===== src/rtl/param_sync_fifo.sv =====
// Parameterised single-clock FIFO with registered read data and registered status flags.
// Define FIFO_STICKY_ERR_EN to make overflow/underflow sticky until err_clr; otherwise they are one-cycle pulses.
module param_sync_fifo #(
  parameter int DATA_WIDTH = 8,
  parameter int DEPTH      = 16,
  parameter int AF_THRESH  = DEPTH - 2,
  parameter int AE_THRESH  = 2
) (
  input  logic                    clk,
  input  logic                    rst_n,
  input  logic                    wr_en,
  input  logic [DATA_WIDTH-1:0]   wr_data,
  input  logic                    rd_en,
  input  logic                    err_clr,
  output logic [DATA_WIDTH-1:0]   rd_data,
  output logic                    full,
  output logic                    empty,
  output logic                    almost_full,
  output logic                    almost_empty,
  output logic                    overflow,
  output logic                    underflow,
  output logic [$clog2(DEPTH):0]  count
);

  localparam int AW = $clog2(DEPTH);
  localparam int CW = AW + 1;
  localparam logic [CW-1:0] DEPTH_C = CW'(DEPTH);
  localparam logic [CW-1:0] AF_C    = CW'(AF_THRESH);
  localparam logic [CW-1:0] AE_C    = CW'(AE_THRESH);

  logic [DATA_WIDTH-1:0] mem [DEPTH];
  logic [AW-1:0]         wr_ptr;
  logic [AW-1:0]         rd_ptr;
  logic                  rd_acc;
  logic                  wr_acc;
  logic                  ovf_evt;
  logic                  udf_evt;
  logic [CW-1:0]         count_nxt;

  // A read frees a slot in the same cycle, so a full FIFO can still take a write alongside it.
  always_comb begin
    rd_acc    = rd_en & ~empty;
    wr_acc    = wr_en & (~full | rd_acc);
    ovf_evt   = wr_en & ~wr_acc;
    udf_evt   = rd_en & ~rd_acc;
    count_nxt = count;
    case ({wr_acc, rd_acc})
      2'b10:   count_nxt = count + CW'(1);
      2'b01:   count_nxt = count - CW'(1);
      default: count_nxt = count;
    endcase
  end

  // Flags are computed from the next count so they line up with count in every cycle.
  always_ff @(posedge clk or negedge rst_n) begin
    if (!rst_n) begin
      wr_ptr       <= '0;
      rd_ptr       <= '0;
      count        <= '0;
      rd_data      <= '0;
      full         <= 1'b0;
      empty        <= 1'b1;
      almost_full  <= 1'b0;
      almost_empty <= 1'b1;
    end else begin
      if (wr_acc) wr_ptr <= wr_ptr + AW'(1);
      if (rd_acc) begin
        rd_ptr  <= rd_ptr + AW'(1);
        rd_data <= mem[rd_ptr];
      end
      count        <= count_nxt;
      full         <= (count_nxt == DEPTH_C);
      empty        <= (count_nxt == '0);
      almost_full  <= (count_nxt >= AF_C);
      almost_empty <= (count_nxt <= AE_C);
    end
  end

  // When full with a simultaneous read, rd_ptr == wr_ptr and the old word is read before being overwritten.
  always_ff @(posedge clk) begin
    if (wr_acc) mem[wr_ptr] <= wr_data;
  end

`ifdef FIFO_STICKY_ERR_EN
  always_ff @(posedge clk or negedge rst_n) begin
    if (!rst_n) begin
      overflow  <= 1'b0;
      underflow <= 1'b0;
    end else begin
      if (ovf_evt)      overflow <= 1'b1;
      else if (err_clr) overflow <= 1'b0;
      if (udf_evt)      underflow <= 1'b1;
      else if (err_clr) underflow <= 1'b0;
    end
  end
`else
  logic unused_err_clr;
  assign unused_err_clr = err_clr;

  always_ff @(posedge clk or negedge rst_n) begin
    if (!rst_n) begin
      overflow  <= 1'b0;
      underflow <= 1'b0;
    end else begin
      overflow  <= ovf_evt;
      underflow <= udf_evt;
    end
  end
`endif

endmodule


===== config.mk =====
export PLATFORM = sky130hd
export DESIGN_NAME = param_sync_fifo
export DESIGN_NICKNAME = d
export VERILOG_FILES = /design/src/rtl/param_sync_fifo.sv
export SDC_FILE = /design/constraint.sdc
export NUM_CORES = 1
export LEC_CHECK = 0
export CORE_AREA = 3 3 77 151
export DETAILED_ROUTE_END_ITERATION = 10
export DIE_AREA = 0 0 80 154
export PLACE_DENSITY = 0.78
export SLEW_MARGIN = 0
export SYNTH_ARGS = -nofsm -noshare
export SYNTH_HDL_FRONTEND = slang
export SYNTH_SLANG_ARGS = --single-unit
export TNS_END_PERCENT = 30

===== constraint.sdc =====
create_clock -name clk -period 8 [get_ports clk]
set_clock_uncertainty 0.1 [all_clocks]
set_input_delay 2.4 -clock clk [delete_from_list [all_inputs] [get_ports clk]]
set_output_delay 2.4 -clock clk [all_outputs]
set_load 0.02 [all_outputs]

**After elaboration in Yosys (flattened, before gate mapping)**

Memories as Yosys holds them, arrays and structs flattened. A register that Yosys moved wholly into a read port is not among the register bits.
Index checks and enable logic that the tools add are counted.

- Register bits: 19
- RAM bits: 128
- Bits of input ports: 13
- Output and inout port bits: 19
- Word-level logic and storage cells: 33
- Memories kept: 1

- Add/sub/neg operators: 4
- Magnitude comparators: 2
- Eq/ne operators: 3
- Multiplexer cells: 3
- Bitwise gates (word level): 9
- Reductions and logical operators: 2

Memory list:

| memory | depth | width | read ports | clocked after Yosys merged registers in | wr ports | RTL line | source |
|---|---|---|---|---|---|---|---|
| mem | 16 | 8 | 1 | 1 | 1 | 31 | `logic [DATA_WIDTH-1:0] mem [DEPTH];` |

Operator list:

| kind | number |
|---|---|
| $pmux 5 s2 | 1 |
| $add 4x1->4 const B | 2 |
| $add 5x1->5 const B | 1 |
| $eq 5x5->1 const B | 1 |
| $ge 5x4->1 const B | 1 |
| $le 5x2->1 const B | 1 |
| $logic_not 5->1 | 1 |
| $sub 5x1->5 const B | 1 |
| $and 1x1->1 | 4 |
| $not 1->1 | 4 |
| $eq 2x1->1 const B | 1 |
| $eq 2x2->1 const B | 1 |
| $mux 1 | 2 |
| $logic_not 1->1 | 1 |
| $or 1x1->1 | 1 |

**Logic depth before layout (Yosys ltp)**

Gate-level depths: netlist (run 1).

- Depth after elaboration: 7
- Gate-level depth with buffers: 13
- Mapped depth without buffers: 12

**Worst setup path before layout (run 1)**

OpenSTA, ideal clock, no wires.

- Path type: in2reg
- Start: input rd_en
- End: register full
- Setup time: 67 ps
- Data arrival time: 4542 ps
- Required time: 7833 ps
- Slack: 3291 ps
- Stages: 11
- Buffers on the path: 1
- Path through: nand2b_1 a21boi_2 inv_1 ha_1 buf_2 xor2_1 ha_1 nor3b_1 or4b_1 nand3_1 and3_1

- Word-level cells in the longest chain between the ends: 6

Ends and longest elaborated chain:

| what | RTL line | source |
|---|---|---|
| start, declared | 13 | `input logic rd_en,` |
| $and 1x1->1 * | 42 | `rd_acc = rd_en & ~empty;` |
| $or 1x1->1 | 43 | `wr_acc = wr_en & (~full \| rd_acc);` |
| $and 1x1->1 | 43 |  |
| $eq 2x1->1 / $eq 2x2->1 (equally long branches) | 47 | `case ({wr_acc, rd_acc})` |
| $pmux 5 s2 * | 47 |  |
| $eq 5x5->1 * | 72 | `full <= (count_nxt == DEPTH_C);` |
| end signal, assigned | 72 |  |
| end, declared | 16 | `output logic full,` |

Every way passes the cells marked *; elsewhere a longest branch is shown, timed or not.
A chain may end at the register's enable or synchronous reset.

**Worst setup path after layout (run 1)**

Same ends and word-level chain as after synthesis.

==> metrics, run 1 <==
Clk pin slew, worst setup/hold paths=0.06 ns; GR Overflow Total=0; Synth Register Bits=155; min-delay worst type=flip-flop to flip-flop; post-synthesis cell count=367; Reg2Reg Setup Slack=4.48 ns; CTS Buffer Depth=2; final worst path period share=68.51%; antenna-violating nets left=0; Post-Syn Area=0.006280 mm^2; FF+latch area=0.004523 mm^2; PD cells=372.5 mW/mm^2; asr flop ratio synth=17.42%; Clock Sinks=155; Worst Hold Path EP=rd_data[6]; IO Pins=32; largest net degree at the start of global routing=57; Syn. warnings=0; total CTS buffers=17; initial core utilization=59.19%; Area growth syn-to-layout=16.18%; number of global-route vias before repair=3663; Mapped Avg Cell Area=17.11 um^2; Synth Net Count=388; Die Ht=154 um; TritonCTS clock tree=yes; Vias per Instance=5.957; die area=0.01232 mm^2; RR Endpoint=full; global-route wire length before repair=19.83 mm; Placer Congestion=0.7693; diodes inserted=0; Synth top area share=61.21%; status=finished clean; DP Cell Count=521; most numerous cell in the Yosys netlist=edfxtp_1; 1st-iter DRT viols=287; Die X=80 um; total wire length=12.33 mm; origin of the critical flop-to-flop path=empty; Distinct cells, synth=42; Layout Nets=424; fin crit period=5.481 ns; Worst slew margin=30.79%; H-tree depth=4; DRC=0; Final Hold Viols=0; commonest cells in the netlist=edfxtp_1 (128), nand2_1 (28), dfrtp_1 (25); # setup viols final=0; # rows=53; RSZ-0062 raised after global routing=false; Post-synth EDFFs=128; total negative slack=0 ns; CTS resizes=0; R2R cell count=9; core area=0.01061 mm^2; Wirelength per Cell=22.30 um; Tot GR Track Use=22.52%; later-pin clock latency in the skew report=0.42 ns; area leader, netlist=edfxtp_1; Post-CTS Setup Bufs=0; Final Power=2.718 mW; Clock Tree Root=clkbuf_16; WP data arrival=5.74 ns; post-synthesis sequential area ratio=72.01%; post-DP HPWL=8.120 mm; Buffers on Ports=30; synth top area cells=edfxtp_1 (61%), dfrtp_1 (10%), mux4_2 (6.8%); CP endpoint kind=flip-flop; 1st-pass router iterations=4; static leakage=2.544 nW; slew of the pin with the lowest slew margin=1.038 ns; min-delay src=rd_data[6]; initial antenna violation count=0; final std cells w/o fill=553; fill count=718; Synth Flop Type=edfxtp_1; critical-path maximum fanout=14; max-slew violation count=0; Max VDD drop=0.3459 mV; Setup crit start kind=input pin; area of the multi-input gates=0.001622 mm^2; share of layout cells above drive strength 1=17.07%; hold path cells=2; total number of vias=3294; # hold bufs at CTS=0; # Max-Cap Violations=0; Req. time, crit path=8.26 ns; f_max=0.1824 GHz; CP Class=input pin to flip-flop
where the power goes:
| group | total [mW] | switching [mW] | leakage, nW | internal [mW] |
|---|---|---|---|---|
| clock | 0.802 | 0.311 | 0.286 | 0.491 |
| sequential | 1.13 | 0.118 | 1.48 | 1.01 |
| combinational | 0.789 | 0.428 | 0.779 | 0.361 |
| total | 2.72 | 0.857 | 2.54 | 1.86 |
critical path, stage by stage:
cell             delay (ns)
clkdlybuf4s50_1        0.47
nand2b_1               0.40
a21boi_2               0.51
inv_1                  0.13
ha_1                   0.31
xor2_1                 0.20
ha_1                   0.30
nor3b_1                0.24
or4b_1                 0.45
nand3_1                0.15
and3_1                 0.17
cell usage in the layout, fill, tap and decap left out, types with 8 or more instances in the layout:
master and count:
edfxtp_1 128, clkdlybuf4s50_1 30, nand2_1 28, dfrtp_1 24, mux2i_1 22, mux4_2 19, clkbuf_16 17, nor2_1 15
inv_1 9, nor2b_1 9, xnor2_1 9, ha_1 8
per-stage QoR:
stage / cell area [um^2] / hold slack [ns] / util, % / setup slack [ns]
global route: 7296 / 0.4045 / 68.76 / 2.156
finish: 7296 / 0.3760 / 68.76 / 2.519
global placement: 6695 / 0.3638 / 63.10 / 2.137
detailed placement: 6695 / 0.3616 / 63.10 / 2.084
CTS: 7296 / 0.3764 / 68.76 / 2.447
floorplan: 6280 / 0.4054 / - / 3.291
worst max path at each step:
stage | start | endpoint | slack (ns) | cells after the start
6_report | rd_en | full | 2.52 | 11
3_3_place_gp | rd_en | empty | 2.14 | 11
2_1_floorplan | rd_en | full | 3.29 | 11
4_1_cts | rd_en | full | 2.45 | 11
3_5_place_dp | rd_en | full | 2.08 | 11
5_1_grt | rd_en | empty | 2.16 | 11
sequential cells by signal, indices dropped and copies added (netlist names):
register,count
empty,1
rd_ptr,4
rd_data,8
underflow,1
overflow,1
count,5
wr_ptr,4
mem,128
almost_empty,1
almost_full,1
full,1
routing by layer:
| layer | share of wire [%] | up-vias | wire (um) | global-route usage (%) |
|---|---|---|---|---|
| met5 | 0 | - | 0 | 0 |
| met4 | 4.2 | 0 | 519 | 12.57 |
| met3 | 3.3 | 31 | 401 | 4.631 |
| met2 | 58 | 78 | 7129 | 40.11 |
| met1 | 35 | 1689 | 4281 | 24.03 |
| li1 | - | 1496 | - | - |
area by class of cell:
class                   count  area share, %
flip-flops and latches    155          62.00
multi-input cells         184          22.23
clock buffers              18          5.882
repair buffers             36          4.733
clock inverters            14          2.350
well taps                 137          2.350
inverters                   9         0.4630
logic make-up after synthesis:
| family | Yosys count | share of synthesized area [%] |
|---|---|---|
| AO/OA/AOI/OAI | 40 | 4.802 |
| XOR/XNOR | 12 | 1.793 |
| adder cells (fa/ha/maj) | 8 | 1.594 |
| buffers and inverters | 28 | 2.251 |
| flip-flops | 155 | 72.01 |
| multiplexers | 48 | 11.58 |
| AND/OR/NAND/NOR | 76 | 5.977 |
(Power assumes the default switching activity.)
==> inputs of run 2 (changes only) <==
- CORE_AREA: 3 3 77 151 -> 3 3 77 152
- DIE_AREA: 0 0 80 154 -> 0 0 80 155
- PLACE_DENSITY: 0.78 -> 0.77
- clock period: 8 -> 5.2 ns (I/O delays scaled with it)
==> run 2 against run 1 <==
Effect of this change: critical path depth rose by 2; via count grew 0.18%; clock power is 56% higher; design area rose by 0.34%; setup slack got worse by 1.6 ns; sequential cell count unchanged; critical path type unchanged.
==> metrics, run 2 (same netlist as run 1, synthesis figures left out) <==
Tot GR Track Use=22.59% (was 22.52%); Setup crit start kind=input pin (unchanged); # hold bufs at CTS=0 (unchanged); crit-path cells=clkdlybuf4s50_1 -> nand2b_1 -> buf_4 -> inv_1 -> ha_1 -> xor2_1 -> ha_1 -> or3b_1 -> nand4b_1 -> o41ai_2 -> xnor2_2 -> inv_1 -> and3_1 (was clkdlybuf4s50_1 -> nand2b_1 -> a21boi_2 -> inv_1 -> ha_1 -> xor2_1 -> ha_1 -> nor3b_1 -> or4b_1 -> nand3_1 -> and3_1); hold path cells=2 (unchanged); Worst Setup SP=rd_en (unchanged); Largest regs=mem (128), rd_data (8), count (5) (unchanged); number of global-route vias before repair=3548 (was 3663); Wirelength per Cell=22.74 um (was 22.30 um); final worst path period share=82.62%; Clk pin slew, worst setup/hold paths=0.06 ns (about the same); diodes inserted=0 (unchanged); WP data arrival=4.50 ns (was 5.74 ns); RSZ-0062 raised after global routing=false (unchanged); initial antenna violation count=0 (unchanged); CP endpoint kind=flip-flop (unchanged); total number of vias=3300 (was 3294); Clock Sinks=155 (unchanged); Vias per Instance=5.946 (was 5.957); RR Endpoint=full (unchanged); clock share of power=29.7% (was 29.5%); critical-path maximum fanout=13 (was 14); Area growth syn-to-layout=16.58% (was 16.18%); Worst path max stage delay=0.47 ns (was 0.51 ns); pre-CTS setup slack=0.5331 ns (was 2.084 ns); later-pin clock latency in the skew report=0.41 ns (was 0.42 ns); slew of the pin with the lowest slew margin=1.012 ns (was 1.038 ns); Max VDD drop=0.4810 mV (was 0.3459 mV); Final Hold Viols=0 (unchanged); IO Pins=32 (unchanged); Buffers on Ports=30 (unchanged); total negative slack=0 ns (unchanged); Largest register FFs=128 (unchanged); most frequent cells in the layout=edfxtp_1 (128), clkdlybuf4s50_1 (30), nand2_1 (28) (unchanged); DRC=0 (unchanged); antenna-violating nets left=0 (unchanged); GR Overflow Total=0 (unchanged); core area=0.01061 mm^2 (unchanged); CP Class=input pin to flip-flop (unchanged); status=finished clean (unchanged); largest net degree at the start of global routing=46 (was 57); 1st-pass router iterations=4 (unchanged); initial core utilization=59.19% (unchanged); total CTS buffers=17 (unchanged); Reg2Reg Setup Slack=1.96 ns (was 4.48 ns); commonest non-fill, non-tap cell in the layout=edfxtp_1 (unchanged); origin of the critical flop-to-flop path=empty (unchanged); CP max stage cell=clkdlybuf4s50_1 (was a21boi_2); global-route wire length before repair=19.84 mm (was 19.83 mm); share of layout cells above drive strength 1=17.22% (was 17.07%); CTS Buffer Depth=2 (unchanged); internal power=2.877 mW (was 1.861 mW); CTS resizes=0 (unchanged); final hold slack=0.3738 ns (was 0.3760 ns); die area=0.01240 mm^2 (was 0.01232 mm^2); R2R cell count=12 (was 9); # Max-Cap Violations=0 (unchanged); fin crit period=4.296 ns; max-slew violation count=0 (unchanged); total wire length=12.62 mm (was 12.33 mm); Reg with most FFs=mem (unchanged); NetSw=1.327 mW (was 857.1 uW); Die Ht=155 um (was 154 um); logic gate share of total power=29.2% (was 29.0%); Post-CTS Setup Bufs=0 (unchanged); Layout Nets=426 (was 424); Die X=80 um (unchanged); Worst slew margin=32.51% (was 30.79%); # setup viols final=0 (unchanged); Critical Path Sink=full (unchanged); Sw Share=31.57% (was 31.54%); 1st-iter DRT viols=206 (was 287); PD cells=574.3 mW/mm^2 (was 372.5 mW/mm^2); min-delay src=rd_data[6] (unchanged); Placer Congestion=0.7696 (was 0.7693); Flop pwr share=41.1% (was 41.5%); TritonCTS clock tree=yes (unchanged); # rows=53 (unchanged); fin worst setup slack=0.9039 ns (was 2.519 ns); post-DP HPWL=8.303 mm (was 8.120 mm); H-tree depth=4 (unchanged); static leakage=2.560 nW (was 2.544 nW); min-delay worst type=flip-flop to flip-flop (unchanged); Clock Tree Root=clkbuf_16 (unchanged); f_max=0.2328 GHz; Req. time, crit path=5.41 ns (was 8.26 ns)
run 2: cell count changes in the layout (fill, tap and decap cells not counted):
cell,delta
buf_4,+2
bufinv_16,-1
clkbuf_16,+2
clkinv_2,-1
clkinv_4,-1
inv_6,+1
nor3_1,+1
nor3_2,-1
run 2: per-stage QoR:
step / utilization, % / total power [mW] / area (um^2) / instances
2_1_floorplan: - / 2.590 / 6280 / 367
3_3_place_gp: 63.20 / 2.924 / 6705 / 523
3_5_place_dp: 63.20 / 2.979 / 6705 / 523
4_1_cts: 69.00 / 4.244 / 7321 / 555
5_1_grt: 69.00 / 4.412 / 7321 / 555
6_report: 69.00 / 4.204 / 7321 / 555
run 2: layer usage:
layer,wire [um],global-route usage [%],vias up,part of all wire [%]
met5,0,0,-,0
met4,495,12.57,0,3.9
met3,497,5.794,33,3.9
met2,7326,39.56,105,58
met1,4299,24.16,1657,34
li1,-,-,1505,-
run 2: power by group through the flow:
stage / clock [mW] / combinational, mW / sequential [mW]
final: 1.25 / 1.23 / 1.73
after global routing: 1.31 / 1.34 / 1.76
after CTS: 1.27 / 1.25 / 1.73
after detailed placement: 0 / 1.23 / 1.75
after global placement: 0 / 1.19 / 1.74
after floorplan: 0 / 0.863 / 1.73
run 2: layout make-up:
class | instances | area [um^2]
clock buffers | 20 | 479.2
clock inverters | 12 | 136.4
fillers | 696 | 3289
inverters | 9 | 33.78
multi-input cells | 184 | 1617
flip-flops and latches | 155 | 4523
well taps | 137 | 171.4
repair buffers | 38 | 360.3
run 2: worst min path at each step:
stage	endpoint	slack [ns]
3_3_place_gp	rd_data[6]	0.36
3_5_place_dp	rd_data[6]	0.36
4_1_cts	rd_data[6]	0.38
6_report	rd_data[6]	0.37
2_1_floorplan	rd_ptr[3]	0.41
5_1_grt	rd_data[6]	0.42
run 2: worst max-delay path: cells and delay by family:
family / cells / cell delay, ns
xor gates and xnor gates: 2 / 0.42
and+or+nand+nor: 4 / 0.75
adders and majority gates: 2 / 0.64
buffers and inverters: 4 / 1.01
AOI/OAI and AO/OA: 1 / 0.10
==> inputs of run 3 (changes only) <==
- CORE_AREA: 3 3 77 152 -> 3 3 81 159
- DIE_AREA: 0 0 80 155 -> 0 0 84 162
- PLACE_DENSITY: 0.77 -> 0.74
- clock period: 5.2 -> 3.9 ns (I/O delays scaled with it)
==> run 3 against run 2 <==
Effect of this change: cell count up 4.5%; design area is 1.3% higher; count of clock-buffer cells in the layout shrank 2; largest power group unchanged.
==> metrics, run 3 (same netlist as run 1, synthesis figures left out) <==
IO Pins=32 (unchanged); Post-CTS Setup Bufs=0 (unchanged); R2R cell count=12 (unchanged); Buffers on Ports=30 (unchanged); min-delay src=rd_data[6] (unchanged); # rows=56 (was 53); min-delay worst type=flip-flop to flip-flop (unchanged); total negative slack=0 ns (unchanged); Setup crit start kind=input pin (unchanged); post-DP HPWL=8.364 mm (was 8.303 mm); later-pin clock latency in the skew report=0.42 ns (was 0.41 ns); # setup viols final=0 (unchanged); # hold bufs at CTS=0 (unchanged); most frequent cells in the layout=edfxtp_1 (128), clkdlybuf4s50_1 (30), nand2_1 (28) (unchanged); final hold slack=0.3717 ns (was 0.3738 ns); Vias per Instance=5.809 (was 5.946); 1st-iter DRT viols=214 (was 206); Tot GR Track Use=19.95% (was 22.59%); RR Endpoint=full (unchanged); slew of the pin with the lowest slew margin=1.032 ns (was 1.012 ns); Reg2Reg Setup Slack=1.25 ns (was 1.96 ns); initial antenna violation count=0 (unchanged); initial core utilization=53.03% (was 59.19%); TritonCTS clock tree=yes (unchanged); H-tree depth=4 (unchanged); CP Class=input pin to flip-flop (unchanged); total number of vias=3369 (was 3300); CTS resizes=0 (unchanged); Wirelength per Cell=21.89 um (was 22.74 um); diodes inserted=0 (unchanged); commonest non-fill, non-tap cell in the layout=edfxtp_1 (unchanged); Die X=84 um (was 80 um); Largest regs=mem (128), rd_data (8), count (5) (unchanged); Clk pin slew, worst setup/hold paths=0.06 ns (about the same); f_max=0.2939 GHz; Die Ht=162 um (was 155 um); Req. time, crit path=4.11 ns (was 5.41 ns); status=finished clean (unchanged); total CTS buffers=17 (unchanged); GR Overflow Total=0 (unchanged); die area=0.01361 mm^2 (was 0.01240 mm^2); DRC=0 (unchanged); share of layout cells above drive strength 1=20.00% (was 17.22%); PD cells=749.5 mW/mm^2 (was 574.3 mW/mm^2); total wire length=12.70 mm (was 12.62 mm); origin of the critical flop-to-flop path=empty (unchanged); RSZ-0062 raised after global routing=false (unchanged); antenna-violating nets left=0 (unchanged); Area growth syn-to-layout=18.07% (was 16.58%); fin crit period=3.403 ns; static leakage=2.636 nW (was 2.560 nW); Worst slew margin=31.18% (was 32.51%); Worst Hold Path EP=rd_data[6] (unchanged); critical-path maximum fanout=4 (was 13); Layout Nets=443 (was 426); Clock Tree Root=clkbuf_16 (unchanged); Max VDD drop=0.5124 mV (was 0.4810 mV); Largest register FFs=128 (unchanged); largest net degree at the start of global routing=36 (was 46); hold path cells=2 (unchanged); Placer Congestion=0.8240 (was 0.7696); 1st-pass router iterations=4 (unchanged); core area=0.01184 mm^2 (was 0.01061 mm^2); Clock Sinks=155 (unchanged); final worst path period share=87.25%; Final Hold Viols=0 (unchanged); Reg with most FFs=mem (unchanged); number of global-route vias before repair=3588 (was 3548); CP endpoint kind=flip-flop (unchanged); WP data arrival=3.62 ns (was 4.50 ns); # Max-Cap Violations=0 (unchanged); core utilization of the finished layout=62.62% (was 69.00%); global-route wire length before repair=19.78 mm (was 19.84 mm); max-slew violation count=0 (unchanged); CTS Buffer Depth=2 (unchanged)
## run 3: cell type report
class / count / area, um^2
flip-flops and latches: 155 / 4523
fillers: 831 / 4427
multi-input cells: 184 / 1617
repair buffers: 55 / 488.0
clock buffers: 18 / 429.2
well taps: 145 / 181.4
clock inverters: 14 / 142.6
inverters: 9 / 33.78
## run 3: worst max path at each step
stage / end / cells past startpoint / slack (ns) / startpoint
detailed placement: full / 13 / 0.04 / rd_en
CTS: full / 13 / 0.49 / rd_en
finish: full / 13 / 0.50 / rd_en
global placement: full / 13 / 0.06 / rd_en
floorplan: full / 11 / 0.42 / rd_en
global route: full / 13 / 0.28 / rd_en
## run 3: worst max-delay path, stage by stage
cell             delay, ns
clkdlybuf4s50_1       0.47
nand2b_1              0.10
a21boi_2              0.17
inv_1                 0.07
ha_1                  0.21
xor2_1                0.16
ha_1                  0.20
or3b_1                0.36
nand4b_1              0.11
o41ai_2               0.10
xnor2_2               0.24
inv_1                 0.09
and3_1                0.16
## run 3: per-stage QoR
| stage | cell area, um^2 | setup slack (ns) | std cells | power (mW) |
|---|---|---|---|---|
| floorplan | 6280 | 0.4213 | 367 | 3.454 |
| global placement | 6843 | 0.06471 | 548 | 3.951 |
| detailed placement | 6843 | 0.04027 | 548 | 4.019 |
| CTS | 7415 | 0.4911 | 580 | 5.610 |
| global route | 7415 | 0.2788 | 580 | 5.818 |
| finish | 7415 | 0.4973 | 580 | 5.557 |
## run 3: layer usage
layer	wire length [um]	track usage (%)
met2	7331	36.73
met3	471	4.162
met5	0	0
met1	4454	21.11
met4	440	10.32
## run 3: report_power, final
group	switching, mW	internal (mW)
sequential	0.297	2.07
clock	0.640	0.941
combinational	0.826	0.786
total	1.76	3.79
